File: config.mk
export PLATFORM = sky130hd
export DESIGN_NAME = restart_sequencer_flat
export DESIGN_NICKNAME = d
export VERILOG_FILES = /design/src/rtl/restart_sequencer_pkg.sv /design/src/rtl/restart_sequencer_if.sv /design/src/rtl/restart_sequencer_timer.sv /design/src/rtl/restart_sequencer.sv /design/src/flat_wrapper.sv
export SDC_FILE = /design/constraint.sdc
export NUM_CORES = 1
export LEC_CHECK = 0
export ABC_AREA = 1
export CORE_AREA = 10 10 65 120
export DETAILED_ROUTE_END_ITERATION = 10
export DIE_AREA = 0 0 75 130
export PLACE_DENSITY = 0.68
export SYNTH_ARGS = -nofsm -noshare
export SYNTH_HDL_FRONTEND = slang
export SYNTH_SLANG_ARGS = --single-unit
File: constraint.sdc
create_clock -name clk -period 2.6 [get_ports clk]
set_input_delay 0.65 -clock clk [delete_from_list [all_inputs] [get_ports clk]]
set_output_delay 0.65 -clock clk [all_outputs]
set_load 0.03 [all_outputs]
File: src/rtl/restart_sequencer_pkg.sv
// rtl/restart_sequencer_pkg.sv - shared types and constants for the restart sequencer
// Holds the sequencer state encoding, the phase counter width and the default
// parameter values shared with the restart register front end.
package restart_sequencer_pkg;

  localparam int CNT_W = 16;

  localparam int DEF_NUM_REQ       = 4;
  localparam int DEF_PULSE_WIDTH   = 128;
  localparam int DEF_HALT_TIMEOUT  = 4096;
  localparam int DEF_SETTLE_CYCLES = 16;

  typedef enum logic [2:0] {
    ST_IDLE   = 3'd0,
    ST_HALT   = 3'd1,
    ST_PULSE  = 3'd2,
    ST_SETTLE = 3'd3,
    ST_DONE   = 3'd4
  } state_e;

  // A phase lasting N cycles loads the down-counter with N-1 and ends on zero.
  function automatic logic [CNT_W-1:0] cnt_load(input int cycles);
    return CNT_W'(cycles - 1);
  endfunction

endpackage

File: src/rtl/restart_sequencer_if.sv
// rtl/restart_sequencer_if.sv - request/DMA/status bundle of the restart sequencer
// Ports (master = sequencer side):
//   req, halt_ack              : request sources and DMA quiesce acknowledge
//   halt, restartn, busy, done : sequencing controls and progress
//   cause, timed_out,
//   restart_count              : status towards the register block
interface restart_sequencer_if #(
  parameter int NUM_REQ = 4
);

  logic [NUM_REQ-1:0]                     req;
  logic                                   halt_ack;
  logic                                   halt;
  logic                                   restartn;
  logic                                   busy;
  logic                                   done;
  logic [NUM_REQ-1:0]                     cause;
  logic                                   timed_out;
  logic [restart_sequencer_pkg::CNT_W-1:0] restart_count;

  modport master (
    input  req, halt_ack,
    output halt, restartn, busy, done, cause, timed_out, restart_count
  );

  modport slave (
    output req, halt_ack,
    input  halt, restartn, busy, done, cause, timed_out, restart_count
  );

endinterface

File: src/rtl/restart_sequencer_timer.sv
// rtl/restart_sequencer_timer.sv - loadable 16-bit down-counter for the sequencer phases
// Ports:
//   clk, reset : clock, synchronous active-high reset (count <- RESET_VAL)
//   load       : load load_val this cycle (takes priority over counting)
//   load_val   : value to load
//   zero       : count has reached zero; counting stops there
module restart_timer
  import restart_sequencer_pkg::*;
#(
  parameter logic [CNT_W-1:0] RESET_VAL = '0
) (
  input  logic             clk,
  input  logic             reset,
  input  logic             load,
  input  logic [CNT_W-1:0] load_val,
  output logic             zero
);

  logic [CNT_W-1:0] count_q, count_d;

  always_comb begin
    count_d = count_q;
    if (load) begin
      count_d = load_val;
    end else if (count_q != '0) begin
      count_d = count_q - 1'b1;
    end
  end

  always_ff @(posedge clk) begin
    if (reset) begin
      count_q <= RESET_VAL;
    end else begin
      count_q <= count_d;
    end
  end

  assign zero = (count_q == '0);

endmodule

File: src/rtl/restart_sequencer.sv
// rtl/restart_sequencer.sv - arbitrates restart requests and sequences halt/restart/settle
// Ports:
//   clk   : single clock
//   reset : synchronous active-high reset; starts a power-up restart
//   bus   : restart_sequencer_if master side (requests, DMA handshake, status)
module restart_sequencer
  import restart_sequencer_pkg::*;
#(
  parameter int NUM_REQ       = DEF_NUM_REQ,
  parameter int PULSE_WIDTH   = DEF_PULSE_WIDTH,
  parameter int HALT_TIMEOUT  = DEF_HALT_TIMEOUT,
  parameter int SETTLE_CYCLES = DEF_SETTLE_CYCLES
) (
  input  logic                clk,
  input  logic                reset,
  restart_sequencer_if.master bus
);

  state_e             state_q, state_d;
  logic [NUM_REQ-1:0] pending_q, pending_d;
  logic [NUM_REQ-1:0] cause_q, cause_d;
  logic               halt_q, halt_d;
  logic               restartn_q, restartn_d;
  logic               busy_q, busy_d;
  logic               done_q, done_d;
  logic               timed_out_q, timed_out_d;
  logic [CNT_W-1:0]   count_q, count_d;

  logic               tmr_load;
  logic [CNT_W-1:0]   tmr_val;
  logic               tmr_zero;
  logic [NUM_REQ-1:0] req_all;

  restart_timer #(
    .RESET_VAL (cnt_load(PULSE_WIDTH))
  ) u_timer (
    .clk      (clk),
    .reset    (reset),
    .load     (tmr_load),
    .load_val (tmr_val),
    .zero     (tmr_zero)
  );

  always_comb begin
    state_d     = state_q;
    pending_d   = pending_q;
    cause_d     = cause_q;
    halt_d      = halt_q;
    restartn_d  = restartn_q;
    done_d      = 1'b0;
    timed_out_d = timed_out_q;
    count_d     = count_q;
    tmr_load    = 1'b0;
    tmr_val     = '0;
    req_all     = pending_q | bus.req;

    case (state_q)
      // DONE also makes the start decision, so back-to-back sequences leave
      // halt low only for the single DONE cycle.
      ST_IDLE, ST_DONE: begin
        state_d   = ST_IDLE;
        pending_d = req_all;
        if (|req_all) begin
          cause_d     = req_all;
          pending_d   = '0;
          timed_out_d = 1'b0;
          halt_d      = 1'b1;
          tmr_load    = 1'b1;
          tmr_val     = cnt_load(HALT_TIMEOUT);
          state_d     = ST_HALT;
        end
      end
      ST_HALT: begin
        // Requests during the halt wait are covered by this restart.
        cause_d = cause_q | bus.req;
        if (bus.halt_ack || tmr_zero) begin
          timed_out_d = !bus.halt_ack;
          restartn_d  = 1'b0;
          tmr_load    = 1'b1;
          tmr_val     = cnt_load(PULSE_WIDTH);
          state_d     = ST_PULSE;
        end
      end
      ST_PULSE: begin
        pending_d = req_all;
        if (tmr_zero) begin
          restartn_d = 1'b1;
          tmr_load   = 1'b1;
          tmr_val    = cnt_load(SETTLE_CYCLES);
          state_d    = ST_SETTLE;
        end
      end
      ST_SETTLE: begin
        pending_d = req_all;
        if (tmr_zero) begin
          done_d  = 1'b1;
          halt_d  = 1'b0;
          count_d = count_q + 1'b1;
          state_d = ST_DONE;
        end
      end
      default: begin
        state_d = ST_IDLE;
      end
    endcase

    busy_d = (state_d != ST_IDLE);
  end

  always_ff @(posedge clk) begin
    if (reset) begin
      state_q     <= ST_PULSE;
      pending_q   <= '0;
      cause_q     <= '0;
      halt_q      <= 1'b1;
      restartn_q  <= 1'b0;
      busy_q      <= 1'b1;
      done_q      <= 1'b0;
      timed_out_q <= 1'b0;
      count_q     <= '0;
    end else begin
      state_q     <= state_d;
      pending_q   <= pending_d;
      cause_q     <= cause_d;
      halt_q      <= halt_d;
      restartn_q  <= restartn_d;
      busy_q      <= busy_d;
      done_q      <= done_d;
      timed_out_q <= timed_out_d;
      count_q     <= count_d;
    end
  end

  assign bus.halt          = halt_q;
  assign bus.restartn      = restartn_q;
  assign bus.busy          = busy_q;
  assign bus.done          = done_q;
  assign bus.cause         = cause_q;
  assign bus.timed_out     = timed_out_q;
  assign bus.restart_count = count_q;

endmodule
File: src/flat_wrapper.sv
// flat-port wrapper written by rule: the top's interface ports become plain ports
module restart_sequencer_flat import restart_sequencer_pkg::*;
#(
  parameter int NUM_REQ       = DEF_NUM_REQ,
  parameter int PULSE_WIDTH   = DEF_PULSE_WIDTH,
  parameter int HALT_TIMEOUT  = DEF_HALT_TIMEOUT,
  parameter int SETTLE_CYCLES = DEF_SETTLE_CYCLES
)
  (clk, reset, bus_req, bus_halt_ack, bus_halt, bus_restartn, bus_busy, bus_done, bus_cause, bus_timed_out, bus_restart_count);
  restart_sequencer_if #(.NUM_REQ(NUM_REQ)) bus_i ();
  input  logic clk;
  input  logic reset;
  input wire logic [$bits(bus_i.req)-1:0] bus_req;
  input wire logic [$bits(bus_i.halt_ack)-1:0] bus_halt_ack;
  output wire logic [$bits(bus_i.halt)-1:0] bus_halt;
  output wire logic [$bits(bus_i.restartn)-1:0] bus_restartn;
  output wire logic [$bits(bus_i.busy)-1:0] bus_busy;
  output wire logic [$bits(bus_i.done)-1:0] bus_done;
  output wire logic [$bits(bus_i.cause)-1:0] bus_cause;
  output wire logic [$bits(bus_i.timed_out)-1:0] bus_timed_out;
  output wire logic [$bits(bus_i.restart_count)-1:0] bus_restart_count;
  assign bus_i.req = bus_req;
  assign bus_i.halt_ack = bus_halt_ack;
  assign bus_halt = bus_i.halt;
  assign bus_restartn = bus_i.restartn;
  assign bus_busy = bus_i.busy;
  assign bus_done = bus_i.done;
  assign bus_cause = bus_i.cause;
  assign bus_timed_out = bus_i.timed_out;
  assign bus_restart_count = bus_i.restart_count;
  restart_sequencer #(.NUM_REQ(NUM_REQ), .PULSE_WIDTH(PULSE_WIDTH), .HALT_TIMEOUT(HALT_TIMEOUT), .SETTLE_CYCLES(SETTLE_CYCLES)) u_core (.clk(clk), .reset(reset), .bus(bus_i));
endmodule
==> results of run 1 <==
[layer usage]
layer,track usage,vias to the layer above
li1,-,1275
met2,0.291,77
met1,0.132,1115
met4,0.104,0
met5,0,-
met3,0.0297,29
[registers in the layout (all words and copies together), names as in the netlist]
register / count
u_core.bus.timed_out: 1
u_core.u_timer.count_q: 16
u_core.bus.halt: 1
u_core.bus.restart_count: 16
u_core.bus.restartn: 1
u_core.pending_q: 4
u_core.state_q: 3
u_core.bus.busy: 1
u_core.bus.done: 1
u_core.bus.cause: 4
[cell usage in the layout (no fill, tap or decap), drive strengths merged]
master	Yosys	final
nand3b	2	2
o211ai	2	2
clkinvlp	0	2
xor2	8	8
nor2	64	64
buf	3	4
nand4	6	6
xnor2	1	1
or2	1	1
clkbuf	4	5
o21a	4	4
ha	2	2
nor3	19	19
nand2	86	86
clkinv	2	3
nand3	32	32
o21ai	11	11
dfxtp	48	48
clkdlybuf4s50	0	31
a31oi	5	5
a21oi	25	25
inv	49	49
[worst min-delay path by stage]
stage / startpoint / endpoint / slack (ns) / cells after the start
2_1_floorplan: u_core.u_timer.count_q[0]$_SDFFE_PP1P_ / u_core.u_timer.count_q[0]$_SDFFE_PP1P_ / 0.44 / 2
3_3_place_gp: u_core.u_timer.count_q[0]$_SDFFE_PP1P_ / u_core.u_timer.count_q[0]$_SDFFE_PP1P_ / 0.45 / 2
3_5_place_dp: u_core.u_timer.count_q[0]$_SDFFE_PP1P_ / u_core.u_timer.count_q[0]$_SDFFE_PP1P_ / 0.46 / 2
4_1_cts: u_core.u_timer.count_q[0]$_SDFFE_PP1P_ / u_core.u_timer.count_q[0]$_SDFFE_PP1P_ / 0.48 / 2
5_1_grt: u_core.bus.restart_count[14]$_SDFFE_PP0P_ / u_core.bus.restart_count[14]$_SDFFE_PP0P_ / 0.51 / 2
6_report: u_core.bus.cause[3]$_SDFFE_PP0P_ / u_core.bus.cause[3]$_SDFFE_PP0P_ / 0.47 / 2
[final cells by class]
cell class,instances,area [µm²],area share
Clock inverter,3,23.8,0.00769
Multi-Input combinational cell,268,1370,0.443
Inverter,51,193,0.0623
Timing Repair Buffer,35,340,0.110
Clock buffer,5,125,0.0405
Sequential cell,48,961,0.311
Tap cell,63,78.8,0.0255
[through the flow]
stage / setup slack (ns) / hold WS, ns / utilization
2_1_floorplan: 0.962 / 0.442 / -
3_3_place_gp: 0.326 / 0.454 / 0.494
3_5_place_dp: 0.294 / 0.457 / 0.494
4_1_cts: 0.442 / 0.477 / 0.519
5_1_grt: 0.363 / 0.510 / 0.519
6_report: 0.448 / 0.474 / 0.519
[cell families (layout without fill, tap and decap cells)]
logic type	count (synthesis)	in the layout	synth area share
AOI/OAI and AO/OA	47	47	0.104
xor gates and xnor gates	9	9	0.0307
buffers and inverters	58	94	0.0925
and+or+nand+nor	210	210	0.389
adders and majority gates	2	2	0.00974
DFF	48	48	0.374
[report_power, final]
part           switching, mW  total [mW]  leakage [nW]  internal [mW]
clock network          0.296       0.654        0.0660          0.358
registers             0.0246       0.793         0.390          0.769
logic                  0.136       0.215         0.817         0.0790
total                  0.456        1.66          1.27           1.21
==> impl_summary.log, run 1 <==
INFO  metric clkSinkCount = 48
INFO  metric sum_of_met3_wire_segment_lengths_after_detailed_routing = 253 µm
INFO  metric post_cts_resized = 0
INFO  metric final-instance-count-excl-fill = 473
INFO  metric worstHoldPathType = reg2reg
INFO  metric detail_route.wirelength.met1 = 2340 µm
INFO  metric path_cells = clkdlybuf4s50_1
INFO  metric timing.critical_path.buf_inv = 1
INFO  metric fin_area = 3090 µm²
INFO  metric gp_routability_congestion = 0.888
INFO  metric detailed_route_drc_error_count = 0
INFO  metric synth_commonest_cells = sky130_fd_sc_hd__nand2_1 (80), sky130_fd_sc_hd__nor2_1 (49), sky130_fd_sc_hd__dfxtp_1 (48)
INFO  metric ys_top_cells_by_area = sky130_fd_sc_hd__dfxtp_1 (37%), sky130_fd_sc_hd__nand2_1 (12%), sky130_fd_sc_hd__nor2_1 (7.2%), sky130_fd_sc_hd__inv_1 (6.9%), sky130_fd_sc_hd__nand3_1 (6.0%)
INFO  metric yosys.cell_count.top_type = sky130_fd_sc_hd__nand2_1
INFO  metric fin_setup_tns = 0 ns
INFO  metric floorplan.rows = 40
INFO  metric worstReg2RegEnd = u_core.u_timer.count_q[4]$_SDFFE_PP1P_
INFO  metric tritoncts = built
INFO  metric fin_total_pwr = 1.66 mW
INFO  metric synth-main-ff-cell = sky130_fd_sc_hd__dfxtp_1
INFO  metric global_route_wire_length_before_repair = 11400 µm
INFO  metric critPathSlowestCell = sky130_fd_sc_hd__clkdlybuf4s50_1
INFO  metric hold_fix_buffers_cts = 0
INFO  metric grtUsageTotal = 0.152
INFO  metric gr-total-overflow = 0
INFO  metric clk_transition_reported_paths = 0.06 ns
INFO  metric ant_nets = 0
INFO  metric synth_top_area_cell = sky130_fd_sc_hd__dfxtp_1
INFO  metric detailed_place_hpwl = 5440 µm
INFO  metric seq_area_frac_synth = 0.374
INFO  metric floorplan.die.height = 130 µm
INFO  metric placed_area = 2940 µm²
INFO  metric power_density = 538 nW/µm²
INFO  metric number_of_antenna_violations_at_the_first_check_in_global_routing = 0
INFO  metric area_delta_synth_final = 20.4%
INFO  metric timing.critical_path.to = bus_restart_count[0]
INFO  metric setup.worst_path.start_class = flip-flop
INFO  metric htreeDepth = 2
INFO  metric largest_fanout_of_any_net_on_the_critical_path = 7
INFO  metric p_leak = 1.27 nW
INFO  metric critical_path.top_delay_family = buffers and inverters
INFO  metric routed-via-count = 2496
INFO  metric grt_max_degree = 18
INFO  metric fraction_of_synthesis_flops_using_an_asynchronous_set_or_reset_pin = 0
INFO  metric cts.path.max_buffers = 2
INFO  metric r2r.worst_path.cells = 10
INFO  metric critPathMaxStageDelay = 0.74 ns
INFO  metric io_pins = 32
INFO  metric fill_cells = 594
INFO  metric post_route_cells_drive_above_1_share = 0.110
INFO  metric grt_pass1_vias = 2549
INFO  metric drt_wl_total = 6820 µm
INFO  metric critPathRequiredTime = 1.95 ns
INFO  metric max_slew_margin = 0.636
INFO  metric area_of_the_mapped_netlist = 2570 µm²
INFO  metric timing.critical_path.from = u_core.bus.restart_count[0]$_SDFFE_PP0P_
INFO  metric post_cts_buffers = 0
INFO  metric avgRoutedWirePerCell = 14.4 µm
INFO  metric fp.coreArea = 5960 µm²
INFO  metric final.setup_skew = 0.00470 ns
INFO  metric r2r-start = u_core.u_timer.count_q[0]$_SDFFE_PP1P_
INFO  metric setup_violations = 0
INFO  metric worst_path_arrival = 1.50 ns
INFO  metric grt_setup_unrepaired = false
INFO  metric maxCapViolations = 0
INFO  metric start_util = 0.431
INFO  metric buffer_ports.inserted = 31
INFO  metric antenna-diode-count = 0
INFO  metric clk_root_buffer_cell = sky130_fd_sc_hd__clkbuf_16
INFO  metric numPlacedInstances = 465
INFO  metric first_iter_violations = 118
INFO  metric layout_min_cycle_time = 2.15 ns
INFO  metric tightest_slew = 0.542 ns
INFO  metric wl_met2 = 3840 µm
INFO  metric timing_hold_violations_final = 0
INFO  metric result_of_the_run = completed
INFO  metric setup.worst_path.end_class = output pin
INFO  metric drv_slew = 0
INFO  metric crit_type = reg2out
INFO  metric syn-mean-instance-area = 6.87 µm²
INFO  metric post-route-period-util = 0.828
INFO  metric drt_first_pass_iters = 4
INFO  metric synth_enable_flop_cells = 0
INFO  metric design.final.nets = 418
INFO  metric cp_num_cells = 1
INFO  metric synthCells = 374
INFO  metric floorplan.die_area = 9750 µm²
INFO  metric yosysTopAreaCellShare = 0.374
INFO  metric postSynthRegisterBits = 48
INFO  metric cts-buffers-inserted = 5
INFO  metric routed.top_layer = met4
INFO  metric viasPerCell = 5.28
INFO  metric worst_ir_drop_on_vdd = 0.000558 V
INFO  metric yosys_warnings = 0
INFO  metric maxClockFrequency = 465 MHz
INFO  metric synth_cell_types = 32
INFO  metric syn-num-nets = 383
INFO  metric floorplan.die.width = 75 µm
INFO  metric worst-r2r-setup-slack = 0.63 ns
INFO  metric clk-insertion-delay-late = 0.29 ns
Power figures use the tool's default switching activity.
==> run 2, diff against run 1 <==
Settings changed: PLACE_DENSITY 0.68 to 0.71.
Clock period 2.6 ns to 1.7 ns, I/O delays scaled along.
==> impl_summary.log, run 2 (synthesis results as in run 1) <==
INFO  metric numPlacedInstances = 495 (was 465)
INFO  metric layout_min_cycle_time = 1.60 ns
INFO  metric cts.path.max_buffers = 2 (unchanged)
INFO  metric drt_first_pass_iters = 5 (was 4)
INFO  metric worstHoldPathType = reg2reg (unchanged)
INFO  metric tightest_slew = 0.433 ns (was 0.542 ns)
INFO  metric drt_wl_total = 7200 µm (was 6820 µm)
INFO  metric layout_commonest_cell = sky130_fd_sc_hd__nand2_1 (unchanged)
INFO  metric max_slew_margin = 0.708 (was 0.636)
INFO  metric holdPathEnd = u_core.bus.restartn$_SDFFE_PP0P_ (was u_core.bus.cause[3]$_SDFFE_PP0P_)
INFO  metric cts-buffers-inserted = 5 (unchanged)
INFO  metric floorplan.die.width = 75 µm (unchanged)
INFO  metric critical_path.top_delay_family = simple AND/OR/NAND/NOR gates (was buffers and inverters)
INFO  metric worst_ir_drop_on_vdd = 0.000664 V (was 0.000558 V)
INFO  metric worst_slack = 0.0953 ns (was 0.448 ns)
INFO  metric whs_path_depth = 2 (unchanged)
INFO  metric maxCapViolations = 0 (unchanged)
INFO  metric area_delta_synth_final = 33.8% (was 20.4%)
INFO  metric fin_area = 3440 µm² (was 3090 µm²)
INFO  metric setup_violations = 0 (unchanged)
INFO  metric path_cells = nor2_1, nand2_4, nor2_2, nand2_2, buf_4, nor2_8, buf_6, a21oi_1, nor3_2 (was clkdlybuf4s50_1)
INFO  metric detailed_route_drc_error_count = 0 (unchanged)
INFO  metric final.setup_skew = 0.00331 ns (was 0.00470 ns)
INFO  metric setup.worst_path.end_class = flip-flop (was output pin)
INFO  metric final_core_utilization = 0.577 (was 0.519)
INFO  metric io_pins = 32 (unchanged)
INFO  metric floorplan.die_area = 9750 µm² (unchanged)
INFO  metric first_iter_violations = 127 (was 118)
INFO  metric timing.critical_path.buf_inv = 2 (was 1)
INFO  metric mostFrequentLayoutCells = sky130_fd_sc_hd__nand2_1 (74), sky130_fd_sc_hd__dfxtp_1 (48), sky130_fd_sc_hd__inv_1 (46), sky130_fd_sc_hd__nor2_1 (40), sky130_fd_sc_hd__buf_4 (32) (was sky130_fd_sc_hd__nand2_1 (80), sky130_fd_sc_hd__nor2_1 (49), sky130_fd_sc_hd__dfxtp_1 (48), sky130_fd_sc_hd__inv_1 (47))
INFO  metric avgRoutedWirePerCell = 14.2 µm (was 14.4 µm)
INFO  metric final-instance-count-excl-fill = 505 (was 473)
INFO  metric result_of_the_run = completed (unchanged)
INFO  metric worst_path_arrival = 1.83 ns (was 1.50 ns)
INFO  metric number_of_antenna_violations_at_the_first_check_in_global_routing = 0 (unchanged)
INFO  metric post_route_cells_drive_above_1_share = 0.224 (was 0.110)
INFO  metric post-route-period-util = 0.944
INFO  metric worst-r2r-setup-slack = 0.1 ns (was 0.63 ns)
INFO  metric gp_routability_congestion = 0.889 (was 0.888)
INFO  metric ant_nets = 0 (unchanged)
INFO  metric clk_transition_reported_paths = 0.07 ns (was 0.06 ns)
INFO  metric critPathMaxStageDelay = 0.34 ns (was 0.74 ns)
INFO  metric holdCritStartpoint = u_core.bus.restartn$_SDFFE_PP0P_ (was u_core.bus.cause[3]$_SDFFE_PP0P_)
INFO  metric detailed_place_hpwl = 5650 µm (was 5440 µm)
INFO  metric setup.worst_path.start_class = flip-flop (unchanged)
INFO  metric grt_pass1_vias = 2673 (was 2549)
INFO  metric r2r-start = u_core.u_timer.count_q[3]$_SDFFE_PP1P_ (was u_core.u_timer.count_q[0]$_SDFFE_PP1P_)
INFO  metric clk_root_buffer_cell = sky130_fd_sc_hd__clkbuf_16 (unchanged)
INFO  metric start_util = 0.431 (unchanged)
INFO  metric crit_type = reg2reg (was reg2out)
INFO  metric power_density = 801 nW/µm² (was 538 nW/µm²)
INFO  metric hold_fix_buffers_cts = 0 (unchanged)
INFO  metric fp.coreArea = 5960 µm² (unchanged)
INFO  metric critPathSlowestCell = sky130_fd_sc_hd__dfxtp_1 (was sky130_fd_sc_hd__clkdlybuf4s50_1)
INFO  metric global_route_wire_length_before_repair = 11900 µm (was 11400 µm)
INFO  metric grt_max_degree = 21 (was 18)
INFO  metric tritoncts = built (unchanged)
INFO  metric grtUsageTotal = 0.155 (was 0.152)
INFO  metric viasPerCell = 5.25 (was 5.28)
INFO  metric design.final.nets = 450 (was 418)
INFO  metric largest_fanout_of_any_net_on_the_critical_path = 8 (was 7)
INFO  metric antenna-diode-count = 0 (unchanged)
INFO  metric gr-total-overflow = 0 (unchanged)
INFO  metric p_leak = 1.61 nW (was 1.27 nW)
INFO  metric timing_hold_violations_final = 0 (unchanged)
INFO  metric clk-insertion-delay-late = 0.29 ns (about the same)
INFO  metric buffer_ports.inserted = 31 (unchanged)
INFO  metric r2r.worst_path.cells = 9 (was 10)
INFO  metric maxClockFrequency = 623 MHz
INFO  metric clkSinkCount = 48 (unchanged)
INFO  metric drv_slew = 0 (unchanged)
INFO  metric placed_area = 3180 µm² (was 2940 µm²)
INFO  metric critPathRequiredTime = 1.92 ns (was 1.95 ns)
INFO  metric detailedPlace.worstSlack = -0.296 ns (was 0.294 ns)
INFO  metric floorplan.rows = 40 (unchanged)
INFO  metric htreeDepth = 2 (unchanged)
INFO  metric routed-via-count = 2651 (was 2496)
INFO  metric floorplan.die.height = 130 µm (unchanged)
INFO  metric worstReg2RegEnd = u_core.bus.restart_count[5]$_SDFFE_PP0P_ (was u_core.u_timer.count_q[4]$_SDFFE_PP1P_)
## run 2: worst register-to-register path, stage by stage (launching register included)
cell and delay, ns:
sky130_fd_sc_hd__dfxtp_1 0.34, sky130_fd_sc_hd__nor2_1 0.23, sky130_fd_sc_hd__nand2_4 0.12, sky130_fd_sc_hd__nor2_2 0.11
sky130_fd_sc_hd__nand2_2 0.09, sky130_fd_sc_hd__buf_4 0.17, sky130_fd_sc_hd__nor2_8 0.17, sky130_fd_sc_hd__buf_6 0.14
sky130_fd_sc_hd__a21oi_1 0.06, sky130_fd_sc_hd__nor3_2 0.11
## run 2: cell type report
type | count | area [µm²]
Fill cell | 576 | 2520
Clock inverter | 3 | 46.3
Inverter | 51 | 199
Tap cell | 63 | 78.8
Multi-Input combinational cell | 268 | 1450
Clock buffer | 5 | 125
Timing Repair Buffer | 66 | 572
Timing Repair inverter | 1 | 5.00
Sequential cell | 48 | 961
## run 2: worst max-delay path by stage
stage / slack, ns / cells past startpoint / start / end
floorplan: 0.13 / 7 / u_core.bus.restart_count[0]$_SDFFE_PP0P_ / u_core.bus.restart_count[14]$_SDFFE_PP0P_
global placement: -0.22 / 8 / bus_req[3] / u_core.bus.cause[2]$_SDFFE_PP0P_
detailed placement: -0.30 / 8 / bus_req[2] / u_core.bus.cause[1]$_SDFFE_PP0P_
CTS: 0.01 / 8 / bus_req[2] / u_core.bus.cause[1]$_SDFFE_PP0P_
global route: -0.05 / 9 / u_core.u_timer.count_q[3]$_SDFFE_PP1P_ / u_core.bus.restart_count[0]$_SDFFE_PP0P_
finish: 0.1 / 9 / u_core.u_timer.count_q[3]$_SDFFE_PP1P_ / u_core.bus.restart_count[5]$_SDFFE_PP0P_
## run 2: what timing repair did
| item | in CTS | in global routing |
|---|---|---|
| resized for setup | 27 | 31 |
| setup buffers | 0 | 1 |
| pin swaps | 0 | 9 |
| setup endpoints to repair | 34 | 33 |
| gates cloned | 0 | 1 |
## run 2: layer usage
metal	GRT usage	vias to the layer above	part of all wire
met5	0	-	0
met4	0.0897	0	0.052
met3	0.0274	25	0.023
met2	0.308	54	0.58
met1	0.134	1242	0.35
li1	-	1330	-
## run 2: stage by stage
step | TNS, ns | hold WS (ns) | total power, mW
floorplan | 0 | 0.442 | 1.47
global placement | -3.93 | 0.453 | 1.61
detailed placement | -5.01 | 0.465 | 1.61
CTS | 0 | 0.479 | 2.75
global route | -0.221 | 0.499 | 2.86
finish | 0 | 0.470 | 2.75
## run 2: report_power, final
group | leakage (nW) | internal, mW | switching (mW) | total [mW]
combinational | 1.14 | 0.157 | 0.231 | 0.388
clock | 0.0804 | 0.699 | 0.450 | 1.15
sequential | 0.390 | 1.18 | 0.0390 | 1.21
==> run 3, diff against run 2 <==
Settings changed: RECOVER_POWER from default to 50.
==> impl_summary.log, run 3 (synthesis results as in run 1) <==
INFO  metric path_cells = nor2_1, nand2_4, inv_1, nand2_1, nor2_1, buf_6, nand2_4, nor3_2, nor3_2 (was nor2_1, nand2_4, nor2_2, nand2_2, buf_4, nor2_8, buf_6, a21oi_1, nor3_2)
INFO  metric placed_area = 3180 µm² (unchanged)
INFO  metric layout_min_cycle_time = 1.61 ns (was 1.60 ns)
INFO  metric critPathRequiredTime = 1.89 ns (was 1.92 ns)
INFO  metric clk_root_buffer_cell = sky130_fd_sc_hd__clkbuf_16 (unchanged)
INFO  metric floorplan.die.width = 75 µm (unchanged)
INFO  metric gp_routability_congestion = 0.889 (unchanged)
INFO  metric setup.worst_path.end_class = flip-flop (unchanged)
INFO  metric p_leak = 1.61 nW (about the same)
INFO  metric start_util = 0.431 (unchanged)
INFO  metric final-instance-count-excl-fill = 505 (unchanged)
INFO  metric floorplan.die.height = 130 µm (unchanged)
INFO  metric clk-insertion-delay-late = 0.29 ns (about the same)
INFO  metric result_of_the_run = completed (unchanged)
INFO  metric first_iter_violations = 110 (was 127)
INFO  metric use_met1 = 0.134 (unchanged)
INFO  metric max_slew_margin = 0.710 (was 0.708)
INFO  metric grt-busiest-layer = met2 (unchanged)
INFO  metric largest_fanout_of_any_net_on_the_critical_path = 10 (was 8)
INFO  metric critPathSlowestCell = sky130_fd_sc_hd__dfxtp_1 (unchanged)
INFO  metric area_delta_synth_final = 33.3% (was 33.8%)
INFO  metric hold-worst-slack = 0.470 ns (about the same)
INFO  metric drt_first_pass_iters = 4 (was 5)
INFO  metric worst_ir_drop_on_vdd = 0.000664 V (about the same)
INFO  metric worstHoldPathType = reg2reg (unchanged)
INFO  metric tritoncts = built (unchanged)
INFO  metric clkSinkCount = 48 (unchanged)
INFO  metric number_of_antenna_violations_at_the_first_check_in_global_routing = 0 (unchanged)
INFO  metric global_route_wire_length_before_repair = 11900 µm (unchanged)
INFO  metric grtUsageTotal = 0.155 (unchanged)
INFO  metric timing_hold_violations_final = 0 (unchanged)
INFO  metric htreeDepth = 2 (unchanged)
INFO  metric globalRouteMet3Util = 0.0274 (unchanged)
INFO  metric setup_violations = 0 (unchanged)
INFO  metric viasPerCell = 5.23 (was 5.25)
INFO  metric grt_max_degree = 21 (unchanged)
INFO  metric numPlacedInstances = 495 (unchanged)
INFO  metric drv_slew = 0 (unchanged)
INFO  metric post-route-period-util = 0.949 (was 0.944)
INFO  metric mostFrequentLayoutCells = sky130_fd_sc_hd__nand2_1 (75), sky130_fd_sc_hd__dfxtp_1 (48), sky130_fd_sc_hd__inv_1 (46), sky130_fd_sc_hd__nor2_1 (41), sky130_fd_sc_hd__buf_4 (32) (was sky130_fd_sc_hd__nand2_1 (74), sky130_fd_sc_hd__dfxtp_1 (48), sky130_fd_sc_hd__inv_1 (46), sky130_fd_sc_hd__nor2_1 (40), sky130_fd_sc_hd__buf_4 (32))
INFO  metric maxClockFrequency = 620 MHz (was 623 MHz)
INFO  metric detailed_route_drc_error_count = 0 (unchanged)
INFO  metric setup.worst_path.start_class = flip-flop (unchanged)
INFO  metric grt_pass1_vias = 2673 (unchanged)
INFO  metric buffer_ports.inserted = 31 (unchanged)
INFO  metric routed-via-count = 2640 (was 2651)
INFO  metric power_density = 803 nW/µm² (was 801 nW/µm²)
INFO  metric cts.path.max_buffers = 2 (unchanged)
INFO  metric antenna-diode-count = 0 (unchanged)
INFO  metric avgRoutedWirePerCell = 14.2 µm (about the same)
INFO  metric gr-total-overflow = 0 (unchanged)
INFO  metric crit_type = reg2reg (unchanged)
INFO  metric cts-buffers-inserted = 5 (unchanged)
INFO  metric drt_wl_total = 7190 µm (was 7200 µm)
INFO  metric fin_area = 3420 µm² (was 3440 µm²)
INFO  metric critPathMaxStageDelay = 0.34 ns (about the same)
INFO  metric layout_commonest_cell = sky130_fd_sc_hd__nand2_1 (unchanged)
INFO  metric ant_nets = 0 (unchanged)
INFO  metric floorplan.die_area = 9750 µm² (unchanged)
INFO  metric clk_transition_reported_paths = 0.07 ns (about the same)
INFO  metric grt_use_met2 = 0.308 (unchanged)
INFO  metric post_route_cells_drive_above_1_share = 0.219 (was 0.224)
INFO  metric io_pins = 32 (unchanged)
INFO  metric final.setup_skew = 0.00350 ns (was 0.00331 ns)
INFO  metric detailed_place_hpwl = 5650 µm (unchanged)
INFO  metric design.final.nets = 450 (unchanged)
INFO  metric tightest_slew = 0.431 ns (was 0.433 ns)
INFO  metric maxCapViolations = 0 (unchanged)
INFO  metric fin_total_pwr = 2.75 mW (about the same)
INFO  metric worst_path_arrival = 1.80 ns (was 1.83 ns)
INFO  metric floorplan.rows = 40 (unchanged)
INFO  metric fp.coreArea = 5960 µm² (unchanged)
## run 3: cell types whose count changed in the layout (fill, tap and decap cells not counted)
| cell | delta |
|---|---|
| sky130_fd_sc_hd__clkdlybuf4s50_1 | -1 |
| sky130_fd_sc_hd__dlygate4sd3_1 | +1 |
| sky130_fd_sc_hd__nand2_1 | +1 |
| sky130_fd_sc_hd__nand2_2 | -1 |
| sky130_fd_sc_hd__nor2_1 | +1 |
| sky130_fd_sc_hd__nor2_2 | -1 |
| sky130_fd_sc_hd__o21ai_2 | +1 |
| sky130_fd_sc_hd__o21ai_4 | -1 |
## run 3: per-layer routing
layer / routed length (µm) / vias up
met5: 0 / -
met4: 364 / 0
met3: 165 / 25
met2: 4180 / 50
met1: 2490 / 1234
li1: - / 1331
## run 3: per-stage QoR
| stage | util | setup slack (ns) | TNS, ns |
|---|---|---|---|
| final | 0.575 | 0.0875 | 0 |
| after global routing | 0.575 | -0.0593 | -0.444 |
| after CTS | 0.558 | 0.00984 | 0 |
| after detailed placement | 0.534 | -0.296 | -5.01 |
| after global placement | 0.534 | -0.220 | -3.93 |
| after floorplan | - | 0.130 | 0 |
## run 3: path summary, 6_finish.rpt
check | startpoint | to | slack (ns) | cells after the start
max | u_core.u_timer.count_q[3]$_SDFFE_PP1P_ | u_core.bus.restart_count[3]$_SDFFE_PP0P_ | 0.09 | 9
max reg2reg | u_core.u_timer.count_q[3]$_SDFFE_PP1P_ | u_core.bus.restart_count[3]$_SDFFE_PP0P_ | 0.09 | 9
min | u_core.bus.restartn$_SDFFE_PP0P_ | u_core.bus.restartn$_SDFFE_PP0P_ | 0.47 | 2
min reg2reg | u_core.bus.restartn$_SDFFE_PP0P_ | u_core.bus.restartn$_SDFFE_PP0P_ | 0.47 | 2
## run 3: what timing repair did
item | 4_1_cts | 5_1_grt
gates resized for setup | 27 | 31
pin swaps | 0 | 9
cloned | 0 | 1
hold buffers | 0 | 0
endpoints found under the setup margin | 34 | 33
setup buffers | 0 | 1
## run 3: layout make-up
cell class / instances / area, µm²
sequential: 48 / 961
timing repair inverter: 1 / 5.00
clock buffer: 5 / 125
multi-input combinational: 268 / 1440
fill: 580 / 2530
timing repair buffer: 66 / 572
tap: 63 / 78.8
clock inverter: 3 / 46.3
inverter: 51 / 199
## run 3: report_power, final
group | switching, mW | total, mW | leakage (nW) | internal [mW]
logic | 0.229 | 0.384 | 1.14 | 0.155
clock network | 0.450 | 1.15 | 0.0804 | 0.699
registers | 0.0392 | 1.21 | 0.390 | 1.18
## run 3: worst max-delay path: cells and delay by family, from the launching register on
kind | cells | cell delay, ns
flops | 1 | 0.34
buf+inv | 2 | 0.28
simple gates | 7 | 0.88
